### config.mk
export PLATFORM = sky130hd
export DESIGN_NAME = alu_ctrl_stage
export DESIGN_NICKNAME = d
export VERILOG_FILES = /design/src/rtl/alu_pkg.sv /design/src/rtl/alu_op_decode.sv /design/src/rtl/alu_ctrl_stage.sv
export SDC_FILE = /design/constraint.sdc
export NUM_CORES = 1
export LEC_CHECK = 0
export CAP_MARGIN = 20
export CORE_MARGIN = 2
export CORE_UTILIZATION = 40
export DETAILED_ROUTE_END_ITERATION = 6
export GPL_TIMING_DRIVEN = 0
export HOLD_SLACK_MARGIN = 0.15
export PLACE_DENSITY = 0.71
export SLEW_MARGIN = 10
export SYNTH_ARGS = -nofsm -noshare
export SYNTH_HDL_FRONTEND = slang
export SYNTH_SLANG_ARGS = --single-unit
export TNS_END_PERCENT = 50
### constraint.sdc
create_clock -name clk -period 1.7 [get_ports clk]
set_clock_uncertainty 0.1 [all_clocks]
set_input_delay 0.34 -clock clk [delete_from_list [all_inputs] [get_ports clk]]
set_output_delay 0.34 -clock clk [all_outputs]
set_load 0.01 [all_outputs]
### src/rtl/alu_pkg.sv
// Shared ALU-control constants: ALUop encodings, main-decoder op classes and
// the funct3 values that select each ALU operation.
package alu_pkg;

  localparam logic [3:0] ALU_AND = 4'b0000;
  localparam logic [3:0] ALU_OR  = 4'b0001;
  localparam logic [3:0] ALU_ADD = 4'b0010;
  localparam logic [3:0] ALU_SUB = 4'b0110;
  localparam logic [3:0] ALU_SLT = 4'b0111;

  localparam logic [1:0] OPC_MEM = 2'b00;
  localparam logic [1:0] OPC_BR  = 2'b01;
  localparam logic [1:0] OPC_R   = 2'b10;
  localparam logic [1:0] OPC_I   = 2'b11;

  localparam logic [2:0] F3_ADD = 3'b000;
  localparam logic [2:0] F3_SLT = 3'b010;
  localparam logic [2:0] F3_OR  = 3'b110;
  localparam logic [2:0] F3_AND = 3'b111;

endpackage

### src/rtl/alu_op_decode.sv
// Combinational ALU-control decode: op class + funct3/funct7[5] -> {alu_op, illegal}.
// Unsupported combinations fall back to ADD with illegal raised.
module alu_op_decode
  import alu_pkg::*;
(
  input  logic [1:0] op_class_i,
  input  logic [2:0] funct3_i,
  input  logic       funct7b5_i,
  output logic [3:0] alu_op_o,
  output logic       illegal_o
);

  // Map op class and function fields onto the ALU encoding
  always_comb begin
    alu_op_o  = ALU_ADD;
    illegal_o = 1'b0;
    case (op_class_i)
      OPC_MEM: alu_op_o = ALU_ADD;
      OPC_BR:  alu_op_o = ALU_SUB;
      OPC_R, OPC_I: begin
        case (funct3_i)
          F3_ADD: begin
            // Only R-type uses bit 30 to select subtract; I-type has no SUBI
            if (op_class_i == OPC_R && funct7b5_i) begin
              alu_op_o = ALU_SUB;
            end else begin
              alu_op_o = ALU_ADD;
            end
          end
          F3_AND: alu_op_o = ALU_AND;
          F3_OR:  alu_op_o = ALU_OR;
          F3_SLT: alu_op_o = ALU_SLT;
          default: begin
            alu_op_o  = ALU_ADD;
            illegal_o = 1'b1;
          end
        endcase
      end
      default: begin
        alu_op_o  = ALU_ADD;
        illegal_o = 1'b1;
      end
    endcase
  end

endmodule

### src/rtl/alu_ctrl_stage.sv
// Registered ALU-control stage: decodes the request, carries operands, and
// buffers them in a 2-entry main/skid buffer with a flop-driven in_ready.
module alu_ctrl_stage
  import alu_pkg::*;
#(
  parameter int XLEN  = 64,
  parameter int CNT_W = 16
) (
  input  logic             clk,
  input  logic             rst_n,
  input  logic             in_valid,
  output logic             in_ready,
  input  logic [1:0]       in_op_class,
  input  logic [2:0]       in_funct3,
  input  logic             in_funct7b5,
  input  logic [XLEN-1:0]  in_a,
  input  logic [XLEN-1:0]  in_b,
  output logic             out_valid,
  input  logic             out_ready,
  output logic [3:0]       out_alu_op,
  output logic [XLEN-1:0]  out_a,
  output logic [XLEN-1:0]  out_b,
  output logic             out_illegal,
  output logic [CNT_W-1:0] illegal_count
);

  logic [3:0]       dec_op_s;
  logic             dec_illegal_s;
  logic             accept_s;

  logic             main_valid_q, main_valid_d;
  logic [3:0]       main_op_q, main_op_d;
  logic [XLEN-1:0]  main_a_q, main_a_d;
  logic [XLEN-1:0]  main_b_q, main_b_d;
  logic             main_ill_q, main_ill_d;

  logic             skid_valid_q, skid_valid_d;
  logic [3:0]       skid_op_q, skid_op_d;
  logic [XLEN-1:0]  skid_a_q, skid_a_d;
  logic [XLEN-1:0]  skid_b_q, skid_b_d;
  logic             skid_ill_q, skid_ill_d;

  logic [CNT_W-1:0] cnt_q, cnt_d;

  alu_op_decode u_decode (
    .op_class_i (in_op_class),
    .funct3_i   (in_funct3),
    .funct7b5_i (in_funct7b5),
    .alu_op_o   (dec_op_s),
    .illegal_o  (dec_illegal_s)
  );

  assign accept_s = in_valid && !skid_valid_q;

  // Next-state for the main/skid pair and the illegal counter
  always_comb begin
    main_valid_d = main_valid_q;
    main_op_d    = main_op_q;
    main_a_d     = main_a_q;
    main_b_d     = main_b_q;
    main_ill_d   = main_ill_q;
    skid_valid_d = skid_valid_q;
    skid_op_d    = skid_op_q;
    skid_a_d     = skid_a_q;
    skid_b_d     = skid_b_q;
    skid_ill_d   = skid_ill_q;
    cnt_d        = cnt_q;

    if (!main_valid_q || out_ready) begin
      if (skid_valid_q) begin
        // Older skid entry goes out first to keep FIFO order
        main_valid_d = 1'b1;
        main_op_d    = skid_op_q;
        main_a_d     = skid_a_q;
        main_b_d     = skid_b_q;
        main_ill_d   = skid_ill_q;
        if (accept_s) begin
          skid_valid_d = 1'b1;
          skid_op_d    = dec_op_s;
          skid_a_d     = in_a;
          skid_b_d     = in_b;
          skid_ill_d   = dec_illegal_s;
        end else begin
          skid_valid_d = 1'b0;
        end
      end else if (accept_s) begin
        main_valid_d = 1'b1;
        main_op_d    = dec_op_s;
        main_a_d     = in_a;
        main_b_d     = in_b;
        main_ill_d   = dec_illegal_s;
      end else begin
        main_valid_d = 1'b0;
      end
    end else if (accept_s) begin
      skid_valid_d = 1'b1;
      skid_op_d    = dec_op_s;
      skid_a_d     = in_a;
      skid_b_d     = in_b;
      skid_ill_d   = dec_illegal_s;
    end else begin
      skid_valid_d = skid_valid_q;
    end

    if (accept_s && dec_illegal_s && (cnt_q != {CNT_W{1'b1}})) begin
      cnt_d = cnt_q + {{(CNT_W-1){1'b0}}, 1'b1};
    end else begin
      cnt_d = cnt_q;
    end
  end

  // State registers; reset discards any in-flight entries
  always_ff @(posedge clk or negedge rst_n) begin
    if (!rst_n) begin
      main_valid_q <= 1'b0;
      main_op_q    <= 4'b0000;
      main_a_q     <= {XLEN{1'b0}};
      main_b_q     <= {XLEN{1'b0}};
      main_ill_q   <= 1'b0;
      skid_valid_q <= 1'b0;
      skid_op_q    <= 4'b0000;
      skid_a_q     <= {XLEN{1'b0}};
      skid_b_q     <= {XLEN{1'b0}};
      skid_ill_q   <= 1'b0;
      cnt_q        <= {CNT_W{1'b0}};
    end else begin
      main_valid_q <= main_valid_d;
      main_op_q    <= main_op_d;
      main_a_q     <= main_a_d;
      main_b_q     <= main_b_d;
      main_ill_q   <= main_ill_d;
      skid_valid_q <= skid_valid_d;
      skid_op_q    <= skid_op_d;
      skid_a_q     <= skid_a_d;
      skid_b_q     <= skid_b_d;
      skid_ill_q   <= skid_ill_d;
      cnt_q        <= cnt_d;
    end
  end

  assign in_ready      = !skid_valid_q;
  assign out_valid     = main_valid_q;
  assign out_alu_op    = main_op_q;
  assign out_a         = main_a_q;
  assign out_b         = main_b_q;
  assign out_illegal   = main_ill_q;
  assign illegal_count = cnt_q;

endmodule

==> metrics.csv, run 1 <==
metric,value,unit
timing.slew.headroom,53.0,%
ys.flop_type,dfrtp_1,
max_stage_delay,0.47,ns
setup-violations-final,15,
wl,33.5,mm
peakVddDrop,929,µV
fin_crit_sh,110,%
synthTopCellsByCount,"525 x nand2_1, 282 x dfrtp_1, 132 x o21ai_0, 128 x mux2i_1, 33 x buf_2",
rsz0062_at_grt,yes,
yosysUniqueCellTypes,36,
grt_pass1_wl,52.9,mm
wl_per_cell,16.9,µm
worstPathCellList,buf_6 > nand4_1 > nor4_4 > buf_6 > nor4_4 > xor2_1,
cp.arrival,2.22,ns
start_util,40.3,%
dieHeight,176,µm
cts.clk_slew.worst_paths,0.06,ns
antenna_found_initial,1,
fin_crit,1.87,ns
cp.buffers_inverters,2,
pwr_density_cell,1180,mW/mm²
insertion_delay,0.55,ns
drv_slew,0,
num-nets-final,1702,
fillCellCount,2576,
start_kind,register,
synth-edff-count,0,
critPathKind,reg2reg,
synth_area,0.0119,mm²
track_usage,21.2,%
ys_seq_elements,282,
worst_path_max_delay_cell,nor4_4,
cts_buffers,30,
root_buffer,clkbuf_16,
placed_area,0.0153,mm²
area_growth,41.3,%
worst_slack,-0.172,ns
synth_top_area_share,59.3,%
rows,63,
ys_seq_area_share,59.3,%
vias_per_cell,4.92,
dpl.hpwl,22.8,mm
die_x,176,µm
syn_nets,1361,
drtIter0Drc,592,
async_flop_share,100,%
yosysWarnings,0,
clock-sinks,282,
max_cap_viol_count,0,
outcome,finished with violations,
pre_cts_ws,-1.15,ns
io_buffers,287,
coreArea,0.0295,mm²
clockBufferDepth,3,
hold_path_class,in2reg,
syn_avg_cell_area,9.73,µm²
vias,9739,
ant_nets,0,
grt_overflow,0,
drive_above_1_share,12.0,%
hold_violations,0,
synth.most_common_cell,nand2_1,
yosysTopAreaCell,dfrtp_1,
ioPinCount,289,
crit_required,2.05,ns
drt_first_pass_iters,4,
htree_num_levels,1,
route.detailed.drc,0,
cp_max_fo,5,
grt_pass1_vias,9952,
synth.area.top_cells,"dfrtp_1 59%, nand2_1 17%, mux2i_1 11%, o21ai_0 5.6%, buf_2 1.4%",
fmax,534,MHz
synth_cells,1222,
design_area,0.0168,mm²
cts_tree,yes,
endpoint_kind,register,
worst_pin_slew,0.704,ns
power.leakage,0.00814,µW
die-area,0.0311,mm²
violations,negative setup slack,
grt_max_degree,100,
gp_congestion,0.815,
crit_family,simple AND/OR/NAND/NOR gates,
fin_tns_setup,-1.40,ns
[where the power goes]
group          total (µW)  switching (µW)  internal (µW)
clock                6810            2630           4180
sequential           8820             782           8040
combinational        4130            2180           1950
total               19800            5590          14200
[metrics by stage]
stage / total power [µW] / instances / hold slack, ns / util [%]
finish: 19800 / 1978 / 0.253 / 57.0
CTS: 19800 / 1963 / 0.229 / 55.5
floorplan: 10700 / 1222 / -0.0556 / -
global placement: 13200 / 1899 / 0.356 / 51.8
global route: 20800 / 1978 / 0.236 / 57.0
detailed placement: 13300 / 1901 / 0.319 / 52.0
[layer usage]
metal  vias to the layer above  global-route usage (%)  wire (µm)
li1                       4672                       -          -
met4                         0                    6.27       1060
met3                        58                    4.72       1990
met1                      4749                    28.0      14500
met2                       260                    35.1      16000
met5                         -                       0          0
[area by class of cell]
class / count / area [µm²] / share of cell area, %
Inverter: 2 / 12.5 / 0.0744
Antenna cell: 1 / 2.50 / 0.0149
Multi-Input combinational cell: 862 / 4650 / 27.7
Clock inverter: 8 / 118 / 0.700
Timing Repair Buffer: 309 / 2970 / 17.7
Clock buffer: 48 / 930 / 5.53
Sequential cell: 282 / 7060 / 42.0
Tap cell: 390 / 488 / 2.90
Buffer: 76 / 567 / 3.37
[worst min-delay path: cells and delay by family]
| family | cells | cell delay (ns) |
|---|---|---|
| and+or+nand+nor | 2 | 0.10 |
| buffers and inverters | 1 | 0.41 |
[sequential cells by signal, indices dropped and copies added (netlist names)]
signal	flops
skid_op_q	3
skid_a_q	64
out_b	64
skid_valid_q	1
out_illegal	1
out_a	64
skid_b_q	64
out_alu_op	3
illegal_count	16
out_valid	1
skid_ill_q	1
[layout by cell type, fill, tap and decap left out, types with 9 or more instances in the layout]
master and instances:
xor2_1 15, o21ai_0 132, buf_2 18, clkdlybuf4s50_1 136
nand2_1 524, clkbuf_1 13, buf_6 16, mux2i_1 128
clkbuf_2 29, buf_4 24, clkbuf_16 33, clkbuf_4 9
clkbuf_8 9, dlygate4sd2_1 81, dfrtp_1 276, clkdlybuf4s15_1 53
[logic make-up after synthesis]
family / after synthesis / share of synthesized area (%)
adders and majority gates: 1 / 0.105
DFF: 282 / 59.3
AOI/OAI and AO/OA: 143 / 6.22
muxes: 129 / 10.9
other: 1 / 0.0315
buffers and inverters: 78 / 3.25
xor gates and xnor gates: 15 / 1.10
and+or+nand+nor: 573 / 19.1
[worst paths after layout]
| check | start | to | slack, ns | cells after the start |
|---|---|---|---|---|
| worst max-delay path | illegal_count[13] | illegal_count[13] | -0.17 | 6 |
| worst min-delay path | in_a[61] | skid_a_q[61] | 0.25 | 3 |
| worst max register to register | illegal_count[13] | illegal_count[13] | -0.17 | 6 |
| worst min register to register | out_b[49] | out_b[49] | 0.37 | 2 |
| max in group asynchronous | rst_n | illegal_count[3] | 0.20 | 3 |
| min in group asynchronous | rst_n | skid_b_q[27] | 0.32 | 2 |
[what timing repair did]
action | CTS | global route
endpoints found under the hold margin | 90 | 0
pin swaps | 1 | 20
hold buffers | 1 | 0
buffers inserted | 5 | 11
setup endpoints to repair | 385 | 272
resized for setup | 218 | 164
cloned | 0 | 3
Power figures use the tool's default switching activity.
==> run 2: changes to the inputs <==
--- a/config.mk
+++ b/config.mk
@@ -12,6 +12,7 @@
 export GPL_TIMING_DRIVEN = 0
 export HOLD_SLACK_MARGIN = 0.15
 export PLACE_DENSITY = 0.71
+export SKIP_CTS_REPAIR_TIMING = 1
 export SLEW_MARGIN = 10
 export SYNTH_ARGS = -nofsm -noshare
 export SYNTH_HDL_FRONTEND = slang
==> run 2 against run 1 <==
Effect of this change:
- the flow still finishes with violations (negative setup slack)
- first-iteration DRC count increased by 1.0%
- register-to-register slack improved by 0.10 ns
- setup slack improved by 0.10 ns
- core utilization increased by 1.2 points
- routed wire length decreased by 1.5%
- via count decreased by 0.91%
- critical path depth unchanged
- total power increased by 1.1%
- global-route usage decreased by 0.28 points
- flip-flop and latch count unchanged
- cell count decreased by 0.46%
- die area unchanged
- critical endpoint is now illegal_count[11]
- largest cell class unchanged
- largest power group unchanged
==> metrics.csv, run 2 (synthesis results as in run 1) <==
metric,value,unit,change
max_stage_delay,0.37,ns,was 0.47 ns
layout_commonest_cell,nand2_1,,unchanged
crit_path_start,skid_valid_q,,was illegal_count[13]
placed_area,0.0153,mm²,unchanged
wl,33.0,mm,was 33.5 mm
worst_slack,-0.0723,ns,was -0.172 ns
insertion_delay,0.54,ns,was 0.55 ns
clock-sinks,282,,unchanged
timing.slew.headroom,52.9,%,was 53.0%
max_cap_viol_count,0,,unchanged
combPwrFrac,21.8,%,was 20.9%
worstHoldPathCells,3,,unchanged
ant_nets,0,,unchanged
cp.arrival,2.14,ns,was 2.22 ns
outcome,finished with violations,,unchanged
start_kind,register,,unchanged
rows,63,,unchanged
cts_tree,yes,,unchanged
drive_above_1_share,9.70,%,was 12.0%
rrSetupSlack,-0.07,ns,was -0.17 ns
fillCellCount,2497,,was 2576
track_usage,20.9,%,was 21.2%
internal_power,14400,µW,was 14200 µW
crit_path_frequent_cell,buf_6,,
fin_tns_setup,-0.471,ns,was -1.40 ns
die-area,0.0311,mm²,unchanged
start_util,40.3,%,unchanged
cts.clk_slew.worst_paths,0.06,ns,about the same
final_cell_mix,"522 x nand2_1, 276 x dfrtp_1, 149 x dlymetal6s2s_1",,"was 524 x nand2_1, 276 x dfrtp_1, 136 x clkdlybuf4s50_1"
wl_per_cell,16.8,µm,was 16.9 µm
hp-start,in_b[13],,was in_a[61]
io_buffers,287,,unchanged
power.leakage,0.00964,µW,was 0.00814 µW
grt_pass1_wl,52.3,mm,was 52.9 mm
violations,negative setup slack,,unchanged
antenna_found_initial,1,,unchanged
drv_slew,0,,unchanged
regToRegStartpoint,skid_valid_q,,was illegal_count[13]
p_clk_share,34.2,%,was 34.5%
coreArea,0.0295,mm²,unchanged
dieHeight,176,µm,unchanged
grt_overflow,0,,unchanged
worst_path_max_delay_cell,dfrtp_1,,was nor4_4
pwr-share-seq,44.1,%,was 44.7%
fin_crit_sh,104,%,was 110%
dpl.hpwl,22.8,mm,unchanged
hold-path-endpoint,skid_b_q[13],,was skid_a_q[61]
vias_per_cell,4.90,,was 4.92
root_buffer,clkbuf_16,,unchanged
crit_family,simple AND/OR/NAND/NOR gates,,unchanged
cts_buffers,30,,unchanged
ioPinCount,289,,unchanged
area_growth,44.2,%,was 41.3%
pwr_density_cell,1160,mW/mm²,was 1180 mW/mm²
rsz0062_at_grt,yes,,unchanged
worst_pin_slew,0.707,ns,was 0.704 ns
hold_path_class,in2reg,,unchanged
worst-path-stages,6,,unchanged
pre_cts_ws,-1.15,ns,unchanged
ff2ff_path_depth,6,,unchanged
vias,9650,,was 9739
die_x,176,µm,unchanged
fmax,564,MHz,was 534 MHz
clockBufferDepth,3,,unchanged
num-nets-final,1693,,was 1702
design_area,0.0171,mm²,was 0.0168 mm²
peakVddDrop,961,µV,was 929 µV
grt_pass1_vias,9872,,was 9952
drt_first_pass_iters,5,,was 4
worstPathCellList,buf_6 > nor2b_4 > nand4b_4 > buf_6 > nor4_2 > xor2_1,,was buf_6 > nand4_1 > nor4_4 > buf_6 > nor4_4 > xor2_1
switching_share,27.8,%,was 28.3%
htree_num_levels,1,,unchanged
drtIter0Drc,598,,was 592
p_switching,5560,µW,was 5590 µW
critPathKind,reg2reg,,unchanged
hold_violations,0,,unchanged
grt_max_degree,100,,unchanged
cp_max_fo,10,,was 5
setup-violations-final,22,,was 15
crit_required,2.06,ns,was 2.05 ns
gp_congestion,0.815,,unchanged
route.detailed.drc,0,,unchanged
endpoint_kind,register,,unchanged
cp.buffers_inverters,2,,unchanged
fin_crit,1.77,ns,was 1.87 ns
timing.rr.end,illegal_count[11],,was illegal_count[13]
run 2: worst min-delay path: stages:
cell             delay [ns]
clkdlybuf4s50_1        0.41
nand2_1                0.06
nand2_1                0.04
run 2: power groups by stage:
stage / Combinational [µW] / Sequential, µW / Clock, µW
floorplan: 1640 / 9100 / 0
global placement: 4310 / 8890 / 0
detailed placement: 4420 / 8920 / 0
CTS: 4450 / 8820 / 6960
global route: 4820 / 8970 / 7250
finish: 4350 / 8800 / 6820
run 2: per-layer routing:
metal | vias to the layer above | track usage [%] | wire length, µm
met5 | - | 0 | 0
met4 | 0 | 6.37 | 992
met3 | 52 | 4.74 | 2100
met2 | 263 | 34.4 | 15600
met1 | 4677 | 27.7 | 14300
li1 | 4658 | - | -
run 2: stage by stage:
| step | hold slack (ns) | util [%] | std cells | power [µW] |
|---|---|---|---|---|
| floorplan | -0.0556 | - | 1222 | 10700 |
| global placement | 0.356 | 51.8 | 1899 | 13200 |
| global route | 0.236 | 58.2 | 1969 | 21000 |
| finish | 0.253 | 58.2 | 1969 | 20000 |
| detailed placement | 0.319 | 52.0 | 1901 | 13300 |
| CTS | -0.264 | 55.5 | 1957 | 20200 |
run 2: layout make-up:
cell class,count,area [µm²],area share (%)
tap,390,488,2.85
timing repair buffer,300,3420,19.9
inverter,2,12.5,0.0730
clock inverter,8,118,0.686
clock buffer,48,930,5.42
buffer,76,576,3.36
multi-input combinational,862,4540,26.5
antenna,1,2.50,0.0146
sequential,282,7060,41.2
run 2: how the worst max path moves through the flow:
stage,end
after CTS,out_a[11]
final,illegal_count[11]
after detailed placement,out_a[11]
after global placement,skid_a_q[26]
after global routing,skid_a_q[36]
after floorplan,illegal_count[12]
